===== src/rtl/mult_div_unit_if.sv =====
`default_nettype none
// +--------------------------------------------------------------------------+
// | Interface   : mult_div_unit_if                                           |
// | Description : Start/operand/result bundle between the control unit and   |
// |               the sequential multiply/divide unit.                       |
// | Revision    : 1.0 - initial release                                      |
// +--------------------------------------------------------------------------+
interface mult_div_unit_if #(
  parameter int DATA_W = 32
);
  logic              mult_control;
  logic              DivOp;
  logic [DATA_W-1:0] A;
  logic [DATA_W-1:0] B;
  logic [DATA_W-1:0] HI;
  logic [DATA_W-1:0] LO;
  logic              mult_end;
  logic              div_end;
  logic              div_zero;
  logic              busy;

  // Control-unit side: issues starts and operands, samples results.
  modport master (
    output mult_control, DivOp, A, B,
    input  HI, LO, mult_end, div_end, div_zero, busy
  );

  // Arithmetic-unit side.
  modport slave (
    input  mult_control, DivOp, A, B,
    output HI, LO, mult_end, div_end, div_zero, busy
  );
endinterface
`default_nettype wire


===== src/rtl/mult_div_unit.sv =====
`default_nettype none
// +--------------------------------------------------------------------------+
// | Module      : mult_div_unit                                              |
// | Description : Sequential signed multiply (Booth radix-2) and restoring   |
// |               signed divide, DATA_W iterations, one-cycle end pulses.    |
// |               Optional macro MULT_SINGLE_CYCLE_EN replaces the Booth     |
// |               loop with one registered full-width multiply.             |
// | Revision    : 1.0 - initial release                                      |
// +--------------------------------------------------------------------------+
module mult_div_unit #(
  parameter int DATA_W = 32
) (
  input  logic           clk,
  input  logic           reset_in,
  mult_div_unit_if.slave bus
);

  localparam int                c_cnt_w     = $clog2(DATA_W) + 1;
  localparam logic [c_cnt_w-1:0] c_last_iter = c_cnt_w'(DATA_W - 1);

  typedef enum logic [2:0] {
    S_IDLE   = 3'd0,
    S_MULT   = 3'd1,
    S_DIV    = 3'd2,
    S_DONE   = 3'd3,
    S_DONE_Z = 3'd4
  } state_t;

  state_t             r_state;
  logic [c_cnt_w-1:0] r_count;
  logic               r_is_mult;

  // Multiply working set: {acc, q, q-1}; acc carries one guard bit.
  logic [DATA_W:0]    r_acc;
  logic [DATA_W-1:0]  r_q;
  logic               r_qm1;
  logic [DATA_W-1:0]  r_mcand;

  // Divide working set: magnitudes plus the result signs.
  logic [DATA_W-1:0]  r_rem;
  logic [DATA_W-1:0]  r_quo;
  logic [DATA_W-1:0]  r_dvs;
  logic               r_neg_q;
  logic               r_neg_r;

  // Registered outputs.
  logic [DATA_W-1:0]  r_hi;
  logic [DATA_W-1:0]  r_lo;
  logic               r_mult_end;
  logic               r_div_end;
  logic               r_div_zero;
  logic               r_busy;

  // Operand magnitudes; -2^(DATA_W-1) maps onto itself, which is its
  // correct unsigned magnitude.
  logic [DATA_W-1:0]  w_abs_a;
  logic [DATA_W-1:0]  w_abs_b;
  assign w_abs_a = bus.A[DATA_W-1] ? -bus.A : bus.A;
  assign w_abs_b = bus.B[DATA_W-1] ? -bus.B : bus.B;

  // One restoring step: shift {rem, quo} left, trial-subtract the divisor.
  // The shifted remainder needs one extra bit before the compare; when the
  // subtraction succeeds the difference always fits back into DATA_W bits.
  logic [DATA_W:0]    w_rem_sh;
  logic [DATA_W-1:0]  w_div_diff;
  logic               w_div_ge;
  assign w_rem_sh   = {r_rem, r_quo[DATA_W-1]};
  assign w_div_ge   = (w_rem_sh >= {1'b0, r_dvs});
  assign w_div_diff = w_rem_sh[DATA_W-1:0] - r_dvs;

`ifdef MULT_SINGLE_CYCLE_EN
  // Full signed product in a single registered step.
  logic signed [2*DATA_W-1:0] w_prod;
  assign w_prod = $signed(r_mcand) * $signed(r_q);
`else
  // Booth add/subtract on the guarded accumulator, so M = -2^(DATA_W-1)
  // cannot overflow.
  logic [DATA_W:0]    w_m_ext;
  logic [DATA_W:0]    w_booth_sum;
  assign w_m_ext = {r_mcand[DATA_W-1], r_mcand};

  // Select acc+M, acc-M or acc from the {q0, q-1} pair.
  always_comb begin
    w_booth_sum = r_acc;
    if (r_q[0] && !r_qm1) begin
      w_booth_sum = r_acc - w_m_ext;
    end else if (!r_q[0] && r_qm1) begin
      w_booth_sum = r_acc + w_m_ext;
    end
  end
`endif

  // Control FSM with all datapath registers and registered outputs.
  always_ff @(posedge clk) begin
    if (reset_in) begin
      r_state    <= S_IDLE;
      r_count    <= '0;
      r_is_mult  <= 1'b0;
      r_acc      <= '0;
      r_q        <= '0;
      r_qm1      <= 1'b0;
      r_mcand    <= '0;
      r_rem      <= '0;
      r_quo      <= '0;
      r_dvs      <= '0;
      r_neg_q    <= 1'b0;
      r_neg_r    <= 1'b0;
      r_hi       <= '0;
      r_lo       <= '0;
      r_mult_end <= 1'b0;
      r_div_end  <= 1'b0;
      r_div_zero <= 1'b0;
      r_busy     <= 1'b0;
    end else begin
      r_mult_end <= 1'b0;
      r_div_end  <= 1'b0;
      r_div_zero <= 1'b0;
      case (r_state)
        S_IDLE: begin
          // Multiply has priority over divide when both are requested.
          if (bus.mult_control) begin
            r_mcand   <= bus.A;
            r_acc     <= '0;
            r_q       <= bus.B;
            r_qm1     <= 1'b0;
            r_count   <= '0;
            r_is_mult <= 1'b1;
            r_busy    <= 1'b1;
            r_state   <= S_MULT;
          end else if (bus.DivOp) begin
            r_busy <= 1'b1;
            if (bus.B == '0) begin
              r_state <= S_DONE_Z;
            end else begin
              r_rem     <= '0;
              r_quo     <= w_abs_a;
              r_dvs     <= w_abs_b;
              r_neg_q   <= bus.A[DATA_W-1] ^ bus.B[DATA_W-1];
              r_neg_r   <= bus.A[DATA_W-1];
              r_count   <= '0;
              r_is_mult <= 1'b0;
              r_state   <= S_DIV;
            end
          end
        end

        S_MULT: begin
`ifdef MULT_SINGLE_CYCLE_EN
          {r_acc, r_q} <= {w_prod[2*DATA_W-1], w_prod};
          r_state      <= S_DONE;
`else
          r_acc   <= {w_booth_sum[DATA_W], w_booth_sum[DATA_W:1]};
          r_q     <= {w_booth_sum[0], r_q[DATA_W-1:1]};
          r_qm1   <= r_q[0];
          r_count <= r_count + 1'b1;
          if (r_count == c_last_iter) begin
            r_state <= S_DONE;
          end
`endif
        end

        S_DIV: begin
          r_rem   <= w_div_ge ? w_div_diff : w_rem_sh[DATA_W-1:0];
          r_quo   <= {r_quo[DATA_W-2:0], w_div_ge};
          r_count <= r_count + 1'b1;
          if (r_count == c_last_iter) begin
            r_state <= S_DONE;
          end
        end

        S_DONE: begin
          if (r_is_mult) begin
            r_hi       <= r_acc[DATA_W-1:0];
            r_lo       <= r_q;
            r_mult_end <= 1'b1;
          end else begin
            // Quotient truncates toward zero; remainder follows the dividend.
            r_lo      <= r_neg_q ? -r_quo : r_quo;
            r_hi      <= r_neg_r ? -r_rem : r_rem;
            r_div_end <= 1'b1;
          end
          r_count <= '0;
          r_busy  <= 1'b0;
          r_state <= S_IDLE;
        end

        S_DONE_Z: begin
          r_div_zero <= 1'b1;
          r_busy     <= 1'b0;
          r_state    <= S_IDLE;
        end

        default: begin
          r_busy  <= 1'b0;
          r_state <= S_IDLE;
        end
      endcase
    end
  end

  assign bus.HI       = r_hi;
  assign bus.LO       = r_lo;
  assign bus.mult_end = r_mult_end;
  assign bus.div_end  = r_div_end;
  assign bus.div_zero = r_div_zero;
  assign bus.busy     = r_busy;

endmodule
`default_nettype wire


===== src/flat_wrapper.sv =====
// flat-port wrapper written by rule: the top's interface ports become plain ports
module mult_div_unit_flat 
#(
  parameter int DATA_W = 32
)
  (clk, reset_in, bus_mult_control, bus_DivOp, bus_A, bus_B, bus_HI, bus_LO, bus_mult_end, bus_div_end, bus_div_zero, bus_busy);
  mult_div_unit_if #(.DATA_W(DATA_W)) bus_i ();
  input  logic clk;
  input  logic reset_in;
  input wire logic [$bits(bus_i.mult_control)-1:0] bus_mult_control;
  input wire logic [$bits(bus_i.DivOp)-1:0] bus_DivOp;
  input wire logic [$bits(bus_i.A)-1:0] bus_A;
  input wire logic [$bits(bus_i.B)-1:0] bus_B;
  output wire logic [$bits(bus_i.HI)-1:0] bus_HI;
  output wire logic [$bits(bus_i.LO)-1:0] bus_LO;
  output wire logic [$bits(bus_i.mult_end)-1:0] bus_mult_end;
  output wire logic [$bits(bus_i.div_end)-1:0] bus_div_end;
  output wire logic [$bits(bus_i.div_zero)-1:0] bus_div_zero;
  output wire logic [$bits(bus_i.busy)-1:0] bus_busy;
  assign bus_i.mult_control = bus_mult_control;
  assign bus_i.DivOp = bus_DivOp;
  assign bus_i.A = bus_A;
  assign bus_i.B = bus_B;
  assign bus_HI = bus_i.HI;
  assign bus_LO = bus_i.LO;
  assign bus_mult_end = bus_i.mult_end;
  assign bus_div_end = bus_i.div_end;
  assign bus_div_zero = bus_i.div_zero;
  assign bus_busy = bus_i.busy;
  mult_div_unit #(.DATA_W(DATA_W)) u_core (.clk(clk), .reset_in(reset_in), .bus(bus_i));
endmodule

===== config.mk =====
export PLATFORM = sky130hd
export DESIGN_NAME = mult_div_unit_flat
export DESIGN_NICKNAME = d
export VERILOG_FILES = /design/src/rtl/mult_div_unit_if.sv /design/src/rtl/mult_div_unit.sv /design/src/flat_wrapper.sv
export SDC_FILE = /design/constraint.sdc
export NUM_CORES = 1
export LEC_CHECK = 0
export ABC_AREA = 1
export ABC_CLOCK_PERIOD_IN_PS = 2800
export BUFFER_PORTS_ARGS = -buffer_cell sky130_fd_sc_hd__clkbuf_2
export CORE_MARGIN = 4
export CORE_UTILIZATION = 45
export CTS_BUF_LIST = sky130_fd_sc_hd__clkbuf_4
export DETAILED_ROUTE_END_ITERATION = 7
export PLACE_DENSITY_LB_ADDON = 0.2
export SLEW_MARGIN = 30
export SYNTH_ARGS = -nofsm -noshare
export SYNTH_HDL_FRONTEND = slang
export SYNTH_SLANG_ARGS = --single-unit

===== constraint.sdc =====
create_clock -name clk -period 2.8 [get_ports clk]
set_input_delay 0.56 -clock clk [delete_from_list [all_inputs] [get_ports clk]]
set_output_delay 0.56 -clock clk [all_outputs]
set_load 0.005 [all_outputs]

==> run_results.csv <==
group,metric,value,unit
run_status,status,"finished clean",
floorplan,die-area,53150,µm²
global_route,track_usage,31.28,%
finish,final_cell_count_no_fill,4731,
placed_design,gp_congestion,1.029,
worst_setup_path,crit_path_end_kind,"flop",
global_route,grt_pass1_vias,23070,
timing,worst_slew_pin_slew,0.8068,ns
synthesis,yosysWarnings,0,
drt,vias,25590,
synthesis,synth_compound_area_share,17.48,%
synthesis,synth-xor-area-share,2.869,%
placed_design,dpl.hpwl,67190,µm
timing,fin_tns_setup,0,ns
drt,avgViaCountPerCell,5.410,
clock_tree,cts_htree_levels,3,
drt,postRouteAntennaNets,0,
global_route,grt_overflow,0,
clock_tree,post-cts-setup-buffers,0,
synthesis,synth_top_family_by_area,"simple AND/OR/NAND/NOR gates",
floorplan,coreArea,48950,µm²
placed_design,numPortBuffers,135,
synthesis,yosys.area_share.adder,5.939,%
timing,fmax,0.3806,GHz
synthesis,synth-simple-area-share,37.11,%
global_route,grt_antenna_before_repair,3,
clock_tree,clock_latency,0.84,ns
clock_tree,cts_tree,"yes",
clock_tree,numCtsBuffers,80,
clock_tree,clock_sinks,273,
clock_tree,root_buffer,"clkbuf_4",
drt,route.detailed.drc,0,
synthesis,postSynthAreaPerCell,5.797,µm²
clock_tree,clkSlewWorstSetupHoldPaths,0.06,ns
synthesis,muxShareOfSynthArea,0,%
timing,slew_headroom,46.21,%
run,drv_cap,0,
floorplan,die_w,230.6,µm
drt,drtPass1Iterations,7,
synthesis,synth_ff_type,"dfxtp_1",
timing,period_needed,2.628,ns
power_and_ir_drop,vdd_drop_max,440.5,µV
placed_design,dp.cells,4568,
synthesis,synth_most_common_cell,"nand2_1",
drt,post_drt_wl_per_cell,18.13,µm
timing,rsz0062_at_grt,"no",
synthesis,ys_ff_latch,273,
timing,skew,0.05824,ns
worst_setup_path,r2r-start,"u_core.r_mcand[0]$_SDFFE_PP0P_",
synthesis,synthCells,3845,
timing,slew_violations,0,
worst_setup_path,cp.required,3.45,ns
finish,nNetsFinal,4178,
synthesis,yosysTopAreaCellShare,24.52,%
worst_setup_path,crit_fanout,5,
worst_setup_path,arrival,3.27,ns
power_and_ir_drop,leakage,12.53,nW
worst_setup_path,critPathLaunchType,"flop",
synthesis,syn_nets,4017,
worst_setup_path,critPathKind,"flop to flop",
timing,report.final.setup_viol,0,
min_path,hp-class,"primary input to flop",
synthesis,yosys-top-cells-count,"1122 x nand2_1, 515 x inv_1, 381 x nor2_1",
worst_setup_path,crit_start,"u_core.r_mcand[0]$_SDFFE_PP0P_",
drt,wl,85750,µm
synthesis,synth_cell_type_count,53,
floorplan,ios,136,
synthesis,synth_edf_count,0,
finish,final_layout_size_suffix_gt1_share,9.650,%
floorplan,initial_utilization,45.53,%
drt,drtIter0Drc,2884,
floorplan,die_y,230.6,µm
synthesis,synth_area_leaders,"dfxtp_1 25%, nand2_1 19%, inv_1 8.7%",
synthesis,synth_largest_area_cell,"dfxtp_1",
timing,hold_viol,0,
synthesis,synth_area,22290,µm²
finish,syn_to_final_growth,12.33,%
synthesis,yosysSeqAreaShare,24.52,%
power_and_ir_drop,powerDensity,892.2,nW/µm²
global_route,grt_max_degree,147,
floorplan,num_rows,81,
min_path,hold_start,"bus_A[1]",
clock_tree,clockBufferDepth,3,
synthesis,async_flop_share,0,%
global_route,grt_first_pass_wirelength,131200,µm
timing,fin_crit_sh,93.84,%
[sequential cells by signal, indices dropped and copies added, names as in the netlist, 3 cells and up]
register and count:
u_core.r_quo 32, u_core.bus.HI 32, u_core.r_dvs 32, u_core.r_state 3, u_core.r_count 6, u_core.r_mcand 32, u_core.bus.LO 32, u_core.r_rem 32
u_core.r_acc 32, u_core.r_q 32
[layout make-up]
class,instances,area [µm²]
clock buffer,111,833.3
timing repair buffer,246,1599
inverter,526,1978
fill,5326,23910
tap,664,830.8
clock inverter,27,158.9
multi-input combinational,2879,14160
sequential,273,5465
antenna,5,12.51
[placed cells by master (no fill, tap or decap), types with 36 or more instances in the layout]
cell type / n
buf_4: 89
xor2_1: 45
o21ai_0: 235
a21oi_1: 355
clkbuf_2: 134
inv_1: 513
nor3_1: 42
nand2_1: 1121
nor2_1: 379
nand3_1: 328
ha_1: 101
a31oi_1: 43
clkbuf_4: 111
dfxtp_1: 273
nand4_1: 36
[path summary, 6_finish.rpt]
check	cells past startpoint	to	slack (ns)
max reg2reg	15	u_core.r_acc[23]$_SDFFE_PP0P_	0.17
min	3	u_core.r_mcand[1]$_SDFFE_PP0P_	0.05
min reg2reg	2	u_core.bus.HI[31]$_SDFFE_PP0N_	0.46
max	15	u_core.r_acc[23]$_SDFFE_PP0P_	0.17
[stage by stage]
step	utilization, %	area [µm²]	hold WS (ns)	total power [mW]	worst slack (ns)
2_1_floorplan	-	22290	0.4324	14.28	0.7633
3_3_place_gp	48.68	23830	0.4531	18.16	0.2096
3_5_place_dp	48.68	23830	0.4557	18.15	0.2231
4_1_cts	51.12	25020	0.000001499	22.09	0.1672
5_1_grt	51.15	25040	-0.006634	24.18	0.003765
6_report	51.15	25040	0.04880	22.34	0.1725
[report_power, final]
group	internal, mW	switching [mW]
clock	1.94	1.92
sequential	4.79	0.973
combinational	3.84	8.89
total	10.6	11.8
[cells by family after synthesis]
family,count (synthesis)
adders and majority gates,104
xor gates and xnor gates,73
AOI/OAI and AO/OA,724
and+or+nand+nor,1978
DFF,273
buffers and inverters,693
[what timing repair did]
action,CTS,global route
setup endpoints to repair,0,2
hold endpoints to repair,20,0
hold buffers,20,0
resized for setup,0,1
[layer usage]
layer  wire, µm  share of wire, %  track usage, %
met2      35920                42           46.57
met3       7324               8.5           5.207
met1      38580                45           44.59
met4       3919               4.6           13.38
met5          9             0.010               0
[critical path, cell delays in order (launching register included)]
cell and delay (ns):
dfxtp_1 0.37, ha_1 0.26, inv_1 0.09, fa_1 0.40
inv_1 0.16, nand2_1 0.09, nand2_1 0.13, nand3_1 0.10
nand2_1 0.14, nand2_1 0.11, nand2_2 0.16, nand2_1 0.09
nand3_1 0.08, nand3_1 0.10, nand3b_1 0.12, a21oi_1 0.06
Power figures use the tool's default switching activity.
